File: src/rtl/bcd_pkg.sv
// Shared definitions for the sequential binary-to-BCD converter.
//   DIGIT_W    : width of one BCD digit
//   BLANK_CODE : digit code the 7-segment decoder renders as all segments off
//   pow10()    : elaboration-time power of ten, used for the overflow limit
//   state_t    : converter FSM states
package bcd_pkg;

    localparam int unsigned DIGIT_W    = 4;
    localparam logic [3:0]  BLANK_CODE = 4'hF;

    typedef enum logic {
        IDLE,
        SHIFT
    } state_t;

    function automatic int unsigned pow10(input int unsigned n);
        int unsigned r;
        r = 1;
        for (int unsigned i = 0; i < n; i++) begin
            r = r * 10;
        end
        return r;
    endfunction

endpackage

File: src/rtl/bcd_add3.sv
// Double-dabble digit correction: a digit of 5 or more gets +3 so that the
// following left shift carries correctly into the next decimal digit.
//   digit_in  : current scratch digit
//   digit_out : corrected digit (4-bit wrap, no carry out)
module bcd_add3
    import bcd_pkg::*;
(
    input  logic [DIGIT_W-1:0] digit_in,
    output logic [DIGIT_W-1:0] digit_out
);

    always_comb begin
        digit_out = (digit_in >= 4'd5) ? digit_in + 4'd3 : digit_in;
    end

endmodule

File: src/rtl/bin2bcd_seq.sv
// Sequential shift-and-add-3 binary to packed BCD converter with a
// start/busy/done handshake, overflow saturation and optional leading-zero
// blanking for the downstream 7-segment decoders.
//   clk      : rising-edge clock
//   rst      : synchronous active-high reset
//   start    : conversion request, sampled only in IDLE
//   bin_in   : unsigned binary value, captured on the accepting edge
//   busy     : high while a conversion is in progress
//   done     : one-cycle pulse when bcd_out/overflow are updated
//   overflow : bin_in exceeded 10^DIGITS-1 (held with the result)
//   bcd_out  : packed digits, units at [3:0]; held between conversions
module bin2bcd_seq
    import bcd_pkg::*;
#(
    parameter int BIN_W    = 10,
    parameter int DIGITS   = 4,
    parameter int LZ_BLANK = 1
) (
    input  logic                  clk,
    input  logic                  rst,
    input  logic                  start,
    input  logic [BIN_W-1:0]      bin_in,
    output logic                  busy,
    output logic                  done,
    output logic                  overflow,
    output logic [4*DIGITS-1:0]   bcd_out
);

    localparam int         SCR_W = int'(DIGIT_W) * DIGITS;
    localparam int         CNT_W = $clog2(BIN_W + 1);
    localparam logic [31:0] LIMIT = 32'(pow10(DIGITS) - 1);

    generate
        if (BIN_W < 1 || BIN_W > 20 || DIGITS < 1 || DIGITS > 6) begin : g_bad_params
            $fatal(1, "bin2bcd_seq: BIN_W must be 1..20 and DIGITS 1..6");
        end
    endgenerate

    state_t              state_q;
    state_t              state_d;
    logic [BIN_W-1:0]    shift_q;
    logic [SCR_W-1:0]    scr_q;
    logic [SCR_W-1:0]    scr_corr;
    logic [SCR_W-1:0]    scr_next;
    logic [SCR_W-1:0]    shown;
    logic [SCR_W-1:0]    result_d;
    logic [CNT_W-1:0]    cnt_q;
    logic [31:0]         bin_ext;
    logic                ovf_pend_q;
    logic                load;
    logic                step;
    logic                finish;
    logic                leading;

    // Per-digit add-3 correction applied before every shift.
    for (genvar g = 0; g < DIGITS; g++) begin : g_add3
        bcd_add3 u_add3 (
            .digit_in  (scr_q[g*DIGIT_W +: DIGIT_W]),
            .digit_out (scr_corr[g*DIGIT_W +: DIGIT_W])
        );
    end

    // Bits leaving the top digit are dropped; overflow is flagged separately.
    always_comb begin
        scr_next = SCR_W'({scr_corr, shift_q[BIN_W-1]});
        bin_ext  = 32'(bin_in);
    end

    always_comb begin
        state_d = state_q;
        load    = 1'b0;
        step    = 1'b0;
        finish  = 1'b0;
        busy    = (state_q == SHIFT);
        case (state_q)
            IDLE: begin
                if (start) begin
                    load    = 1'b1;
                    state_d = SHIFT;
                end
            end
            SHIFT: begin
                step = 1'b1;
                if (cnt_q == CNT_W'(1)) begin
                    finish  = 1'b1;
                    state_d = IDLE;
                end
            end
            default: state_d = IDLE;
        endcase
    end

    // Blanking scans from the top digit down and stops at the first nonzero
    // digit; digit 0 is never blanked. Saturation overrides blanking.
    always_comb begin
        shown   = scr_next;
        leading = 1'b1;
        if (LZ_BLANK != 0) begin
            for (int unsigned i = 0; i < DIGITS - 1; i++) begin
                if (leading && shown[(DIGITS-1-i)*DIGIT_W +: DIGIT_W] == '0) begin
                    shown[(DIGITS-1-i)*DIGIT_W +: DIGIT_W] = BLANK_CODE;
                end else begin
                    leading = 1'b0;
                end
            end
        end
        result_d = ovf_pend_q ? {DIGITS{4'h9}} : shown;
    end

    always_ff @(posedge clk) begin
        if (rst) begin
            state_q    <= IDLE;
            shift_q    <= '0;
            scr_q      <= '0;
            cnt_q      <= '0;
            ovf_pend_q <= 1'b0;
            done       <= 1'b0;
            overflow   <= 1'b0;
            bcd_out    <= '0;
        end else begin
            state_q <= state_d;
            done    <= finish;
            if (load) begin
                shift_q    <= bin_in;
                scr_q      <= '0;
                cnt_q      <= CNT_W'(BIN_W);
                ovf_pend_q <= (bin_ext > LIMIT);
            end else if (step) begin
                shift_q <= shift_q << 1;
                scr_q   <= scr_next;
                cnt_q   <= cnt_q - CNT_W'(1);
            end
            if (finish) begin
                bcd_out  <= result_d;
                overflow <= ovf_pend_q;
            end
        end
    end

endmodule
File: config.mk
export PLATFORM = sky130hd
export DESIGN_NAME = bin2bcd_seq
export DESIGN_NICKNAME = d
export VERILOG_FILES = /design/src/rtl/bcd_pkg.sv /design/src/rtl/bcd_add3.sv /design/src/rtl/bin2bcd_seq.sv
export SDC_FILE = /design/constraint.sdc
export NUM_CORES = 1
export LEC_CHECK = 0
export ABC_AREA = 0
export CORE_MARGIN = 5
export CORE_UTILIZATION = 44
export CTS_CLUSTER_DIAMETER = 60
export CTS_CLUSTER_SIZE = 30
export DETAILED_ROUTE_END_ITERATION = 10
export PLACE_DENSITY_LB_ADDON = 0.08
export SYNTH_ARGS = -nofsm -noshare
export SYNTH_HDL_FRONTEND = slang
export SYNTH_SLANG_ARGS = --single-unit
File: constraint.sdc
create_clock -name clk -period 1.8 [get_ports clk]
set_input_delay 0.27 -clock clk [delete_from_list [all_inputs] [get_ports clk]]
set_output_delay 0.27 -clock clk [all_outputs]
set_load 0.01 [all_outputs]
Yosys cells after proc, flatten, opt, wreduce, memory -nomap -nowiden:

Index checks and enable logic that the tools add are counted.

* add/subtract/negate cells: 5
* order comparisons: 5
* equal/unequal tests: 1
* mux-type cells: 21
* bitwise logic cells: 1
* reduce and logical (&&, ||, !) cells: 7

Operators with widths (number)
* 4-bit 2-to-1 mux: 8
* 10-bit 2-to-1 mux: 2
* 4-bit by 3-bit greater-or-equal comparator with 1-bit output (second input constant): 4
* 16-bit 2-to-1 mux: 1
* 10-bit by 14-bit greater-than comparator with 1-bit output (second input constant): 1
* 4-bit by 2-bit adder with 4-bit output (second input constant): 3
* 4-bit logical NOT: 3
* 1-bit 2-to-1 mux: 8
* 4-bit by 1-bit == test with 1-bit output (second input constant): 1
* 4-bit by 1-bit subtractor with 4-bit output (second input constant): 1
* 3-bit by 2-bit adder with 3-bit output (second input constant): 1
* 3-bit 2-to-1 mux: 1
* 1-bit logical AND: 2
* 1-bit case mux with 2 select lines: 1
* 2-bit nonzero test: 1
* 2-bit OR reduction: 1
* 1-bit NOT: 1

* flip-flop bits (word level): 50
* input bits: 13
* output and inout bits: 19
* word-level logic and storage cells: 49

Depth between registers and ports, before layout:

Gate-level depths: netlist of the first run.

* word-level depth: 9
* gate-level depth with buffers: 8
* mapped depth without buffers: 7

By module:

Synthesis of the first run repeated with hierarchy kept, for this count alone.

* cells, all modules: 278
* area, all modules: 2407.3 µm²

Modules (own cells, without submodules)
* bin2bcd_seq: times used 1, cells an instance 214, area each 2001.9 µm², sequential area each 960.9 µm²
* bcd_add3: times used 4, cells an instance 16, area each 101.3 µm², sequential area each 0.0 µm²

Least setup slack after synthesis of the first run:

No wires, ideal clock.

* path type: flip-flop to flip-flop
* start: register scr_q[12]
* end: register bcd_out[11]
* setup time: 0.091 ns
* arrival: 1.649 ns
* data required time: 1.709 ns
* setup slack: 0.060 ns
* stages on the path, launching flop included: 8
* buffers on the path: 0
* clock period less this slack: 1.740 ns
* cells stage by stage: dfxtp_1 > inv_1 > ha_1 > nand2b_1 > a21o_1 > mux2i_1 > o2111ai_2 > a311oi_1

* longest elaborated chain between the ends: 7
* elaborated cells between the ends (all ways): 8
* those cells by class: add/sub (1); order compare (1); mux (4); reduce/logical (2)

Ends and longest elaborated chain
* start: declaration: RTL line bin2bcd_seq.sv:42 `logic [SCR_W-1:0] scr_q;`
* start signal: assignment: RTL line bin2bcd_seq.sv:130 `scr_q <= scr_next;`
* 4-bit by 3-bit greater-or-equal comparator with 1-bit output / 3-bit by 2-bit adder with 3-bit output (equally long branches): RTL line bcd_add3.sv:13 `digit_out = (digit_in >= 4'd5) ? digit_in + 4'd3 : digit_in;`
* 3-bit 2-to-1 mux (*): RTL line bcd_add3.sv:13
* 4-bit logical NOT (*): RTL line bin2bcd_seq.sv:100 `if (leading && shown[(DIGITS-1-i)*DIGIT_W +: DIGIT_W] == '0) begin`
* 1-bit 2-to-1 mux (*): RTL line bin2bcd_seq.sv:100
* 1-bit logical AND (*): RTL line bin2bcd_seq.sv:100
* 4-bit 2-to-1 mux (*): RTL line bin2bcd_seq.sv:100
* 16-bit 2-to-1 mux (*): RTL line bin2bcd_seq.sv:107 `result_d = ovf_pend_q ? {DIGITS{4'h9}} : shown;`
* end signal: assignment: RTL line bin2bcd_seq.sv:134 `bcd_out <= result_d;`
* end: declaration: RTL line bin2bcd_seq.sv:26 `output logic [4*DIGITS-1:0] bcd_out`

Every way passes the cells marked *; elsewhere a longest branch is shown, timed or not.
A chain may end at the register's enable or synchronous reset.

Worst setup path in the final report of the first run:

* start: register scr_q[5]
* end: register bcd_out[4]

* longest elaborated chain between the ends: 8
* elaborated cells between the ends (all ways): 10
* those cells by class: add/sub (1); order compare (1); mux (4); reduce/logical (4)

Ends and longest elaborated chain (RTL line)
* 4-bit by 2-bit adder with 4-bit output / 4-bit by 3-bit greater-or-equal comparator with 1-bit output (equally long branches): bcd_add3.sv:13
* 4-bit 2-to-1 mux (*): bcd_add3.sv:13
* 4-bit logical NOT: bin2bcd_seq.sv:100
* 1-bit logical AND: bin2bcd_seq.sv:100
* 1-bit 2-to-1 mux: bin2bcd_seq.sv:100
* 1-bit logical AND (*): bin2bcd_seq.sv:100
* 4-bit 2-to-1 mux (*): bin2bcd_seq.sv:100
* 16-bit 2-to-1 mux (*): bin2bcd_seq.sv:107

Marked as above.

==> metrics, run 1 <==
status finished clean; Leakage about 1.2 nW; initial antenna violation count 0; Seq/Total Area, Yosys between 40% and 50%; # diodes 0; Die H about 83 um; Avg WL per Cell approximately 13 um; post-synthesis cell count roughly 280; Area contributors post-synth dfxtp_1 (41%), mux2i_1 (8.9%), nor2_1 (8.7%); Worst-Skew Late Latency roughly 0.30 ns; FF+latch count, synth 48; clk_skew approximately 0.0066 ns; worst setup path start scr_q[5]; largest net degree at the start of global routing 27; vias per cell between 5 and 6; CP arrival approximately 2.0 ns; Avg Cell Area, Syn about 8.4 um^2; CP cell instances inv_1 -> ha_2 -> nand2b_1 -> a211o_1 -> a211oi_4 -> a21boi_1 -> a211oi_1; clk sinks between 40 and 50; Synth Flop Type dfxtp_1; reg2reg end bcd_out[4]; Post-CTS Setup Inserts 0; Fill cells between 400 and 500; CP startpoint kind flop; DRC Markers 0; reg2reg setup slack approximately 0.061 ns; crit path capture bcd_out[4]; count of input and output buffers 30; syn_nets 306; post-synthesis simple-gate area fraction between 20% and 30%; post-route ant nets 0; area occupied by multi-input gates approximately 0.0014 mm^2; global route overflow 0; Pwr Density between 700 and 800 mW/mm^2; Initial Util between 40% and 50%; clock buffer count from CTS 5; post-synthesis xor/xnor area fraction approximately 2.2%; fin crit share between 90% and 100%; num rows 26; r2r startpoint scr_q[5]; Max Cap Viol 0; Via Count about 2000; Area Growth Syn to Fin 30.5%; final worst path period need roughly 1.7 ns; Synth Cell Area about 0.0024 mm^2; Worst Reg-to-Reg Cells 7; core area just over 0.005 mm^2; DRT iter0 DRCs 91; fraction of the mapped netlist area in adder cells 5.29%; CTS tree yes; CTS Root Cell clkbuf_8; worst endpoint required time ~2.0 ns; GP Congestion 0.836; worst-path fanout max 4; highest-delay cell along the critical path dfxtp_2; DRT Wirelength between 5 and 6 mm; asr flop ratio synth 0%; non-filler cells, final between 300 and 400; drt first pass iters 4; Yosys top cell by area dfxtp_1; Horiz. Die Dim approximately 83 um; compound-cell area share of the yosys netlist between 10% and 20%; VDD IR max ~450 uV; final hold slack between 0.4 and 0.5 ns; NumNets Final about 350; Hold Buf Count CTS 0; Fmax between 500 and 600 MHz; CP Capture Type flop; Storage cell area ~970 um^2; HP Class flop to flop; Clk pin slew, worst setup/hold paths ~0.090 ns; EDFF count, synth 0; vias in the first global route approximately 1900; multiplexer area fraction after synthesis between 8 and 9%; Synth top area share ~41%; synth unique cells 39; GRT Total Usage 14.8%; Final setup viols 0; share of layout cells above drive strength 1 roughly 17%; fin. max-slew vios 0; Fin. Hold Viols 0; DP HPWL about 3.5 mm; Setup CP Type flop to flop; H-Tree Depth 2; Top-Level Pins 32; Die Area slightly below 0.007 mm^2; Final Util roughly three fifths; final setup TNS 0 ns; clock tree buffer depth 2; largest family of logic cells by synthesized area simple AND/OR/NAND/NOR gates; max incr delay on CP 0.33 ns; first-pass GRT wire length between 8 and 9 mm; Ys Warns 0; Placed Instances 387
[how the worst min path moves through the flow]
stage | cells after the start | from | to
3_5_place_dp | 2 | bcd_out[1] | bcd_out[1]
6_report | 2 | bcd_out[2] | bcd_out[2]
5_1_grt | 2 | bcd_out[1] | bcd_out[1]
4_1_cts | 2 | bcd_out[1] | bcd_out[1]
3_3_place_gp | 2 | bcd_out[1] | bcd_out[1]
2_1_floorplan | 2 | shift_q[9] | bcd_out[0]
[report_power, final]
| part | switching [W] | leakage (nW) | total, W | internal, W |
|---|---|---|---|---|
| Sequential | 0.0000391 | 0.392 | 0.00115 | 0.00111 |
| Combinational | 0.000210 | 0.742 | 0.000422 | 0.000212 |
| Clock | 0.000348 | 0.0455 | 0.000662 | 0.000314 |
[state kept, by name, summed over array words and instances, names as in the netlist]
register,count
cnt_q,4
shift_q,10
busy,1
scr_q,16
done,1
bcd_out,16
[Yosys cell counts, types with 2 or more instances]
master	number
a211o_1	2
a211oi_1	10
a21o_1	2
a21oi_1	20
a2bb2oi_1	2
a311oi_1	7
and2_1	3
and3b_1	2
buf_1	2
buf_2	4
clkbuf_1	11
dfxtp_1	48
ha_1	10
inv_1	11
mux2i_1	21
nand2_1	19
nand2b_1	4
nand3_1	4
nor2_1	55
nor2b_1	3
nor3_1	9
nor3b_1	3
o21ai_0	4
o21ai_1	8
xnor2_1	5
[area by class of cell]
cell class	instances	share of cell area (%)
Tap cell	70	2.84
Multi-Input combinational cell	205	45.6
Clock buffer	8	2.92
Inverter	12	1.62
Sequential cell	48	31.4
Timing Repair Buffer	52	15.6
[through the flow]
| step | power (W) | instance area, um^2 | setup WS (ns) |
|---|---|---|---|
| global route | 0.00235 | 3080 | -0.0398 |
| floorplan | 0.00141 | 2360 | 0.0603 |
| CTS | 0.00222 | 2980 | 0.00685 |
| detailed placement | 0.00155 | 2870 | -0.0193 |
| finish | 0.00223 | 3080 | 0.0607 |
| global placement | 0.00155 | 2870 | 0.0239 |
[critical path, delay by kind of cell, from the launching register on]
kind | cells | cell delay [ns]
AND/OR/NAND/NOR | 1 | 0.16
adder cells (fa/ha/maj) | 1 | 0.19
AO/OA/AOI/OAI | 4 | 0.93
buffers and inverters | 1 | 0.05
flip-flops | 1 | 0.33
[metal layers]
layer  routed length (um)  GRT usage, %
met1                 2390          18.7
met2                 2490          25.4
met3                  186          3.56
met4                   53          3.57
met5                    0             0
[repair_timing]
action | 4_1_cts | 5_1_grt
pin swaps | 0 | 6
endpoints found under the setup margin | 3 | 12
resized for setup | 3 | 28
[placed cells by master, fill, tap and decap left out, types with 3 or more instances in the layout]
master,synthesis,final
buf_4,1,20
ha_1,10,4
dfxtp_2,0,3
nand2b_1,4,4
xnor2_1,5,5
clkbuf_8,0,6
dfxtp_1,48,44
a21oi_1,20,19
a211oi_1,10,10
nor2_1,55,55
mux2i_1,21,20
o21ai_1,8,8
inv_1,11,9
o21ai_0,4,4
nand2_1,19,18
nand3_1,4,4
nor3_1,9,8
clkdlybuf4s50_1,0,30
nor3b_1,3,3
ha_2,0,3
a311oi_1,7,6
ha_4,0,3
and2_1,3,3
[cells by family after synthesis]
family / Yosys count
xor gates and xnor gates: 6
buffers and inverters: 30
and+or+nand+nor: 106
muxes: 21
AOI/OAI and AO/OA: 61
other: 1
DFF: 48
adders and majority gates: 10
Note: power is estimated with default switching activity, not from simulation.
==> inputs of run 2 (changes only) <==
--- a/config.mk
+++ b/config.mk
@@ -6,6 +6,7 @@
 export NUM_CORES = 1
 export LEC_CHECK = 0
 export ABC_AREA = 0
+export CAP_MARGIN = 5
 export CORE_MARGIN = 5
 export CORE_UTILIZATION = 44
 export CTS_CLUSTER_DIAMETER = 60
==> results of run 2 <==
Same layout as run 1: the final DEF is identical, and so are final timing and power.
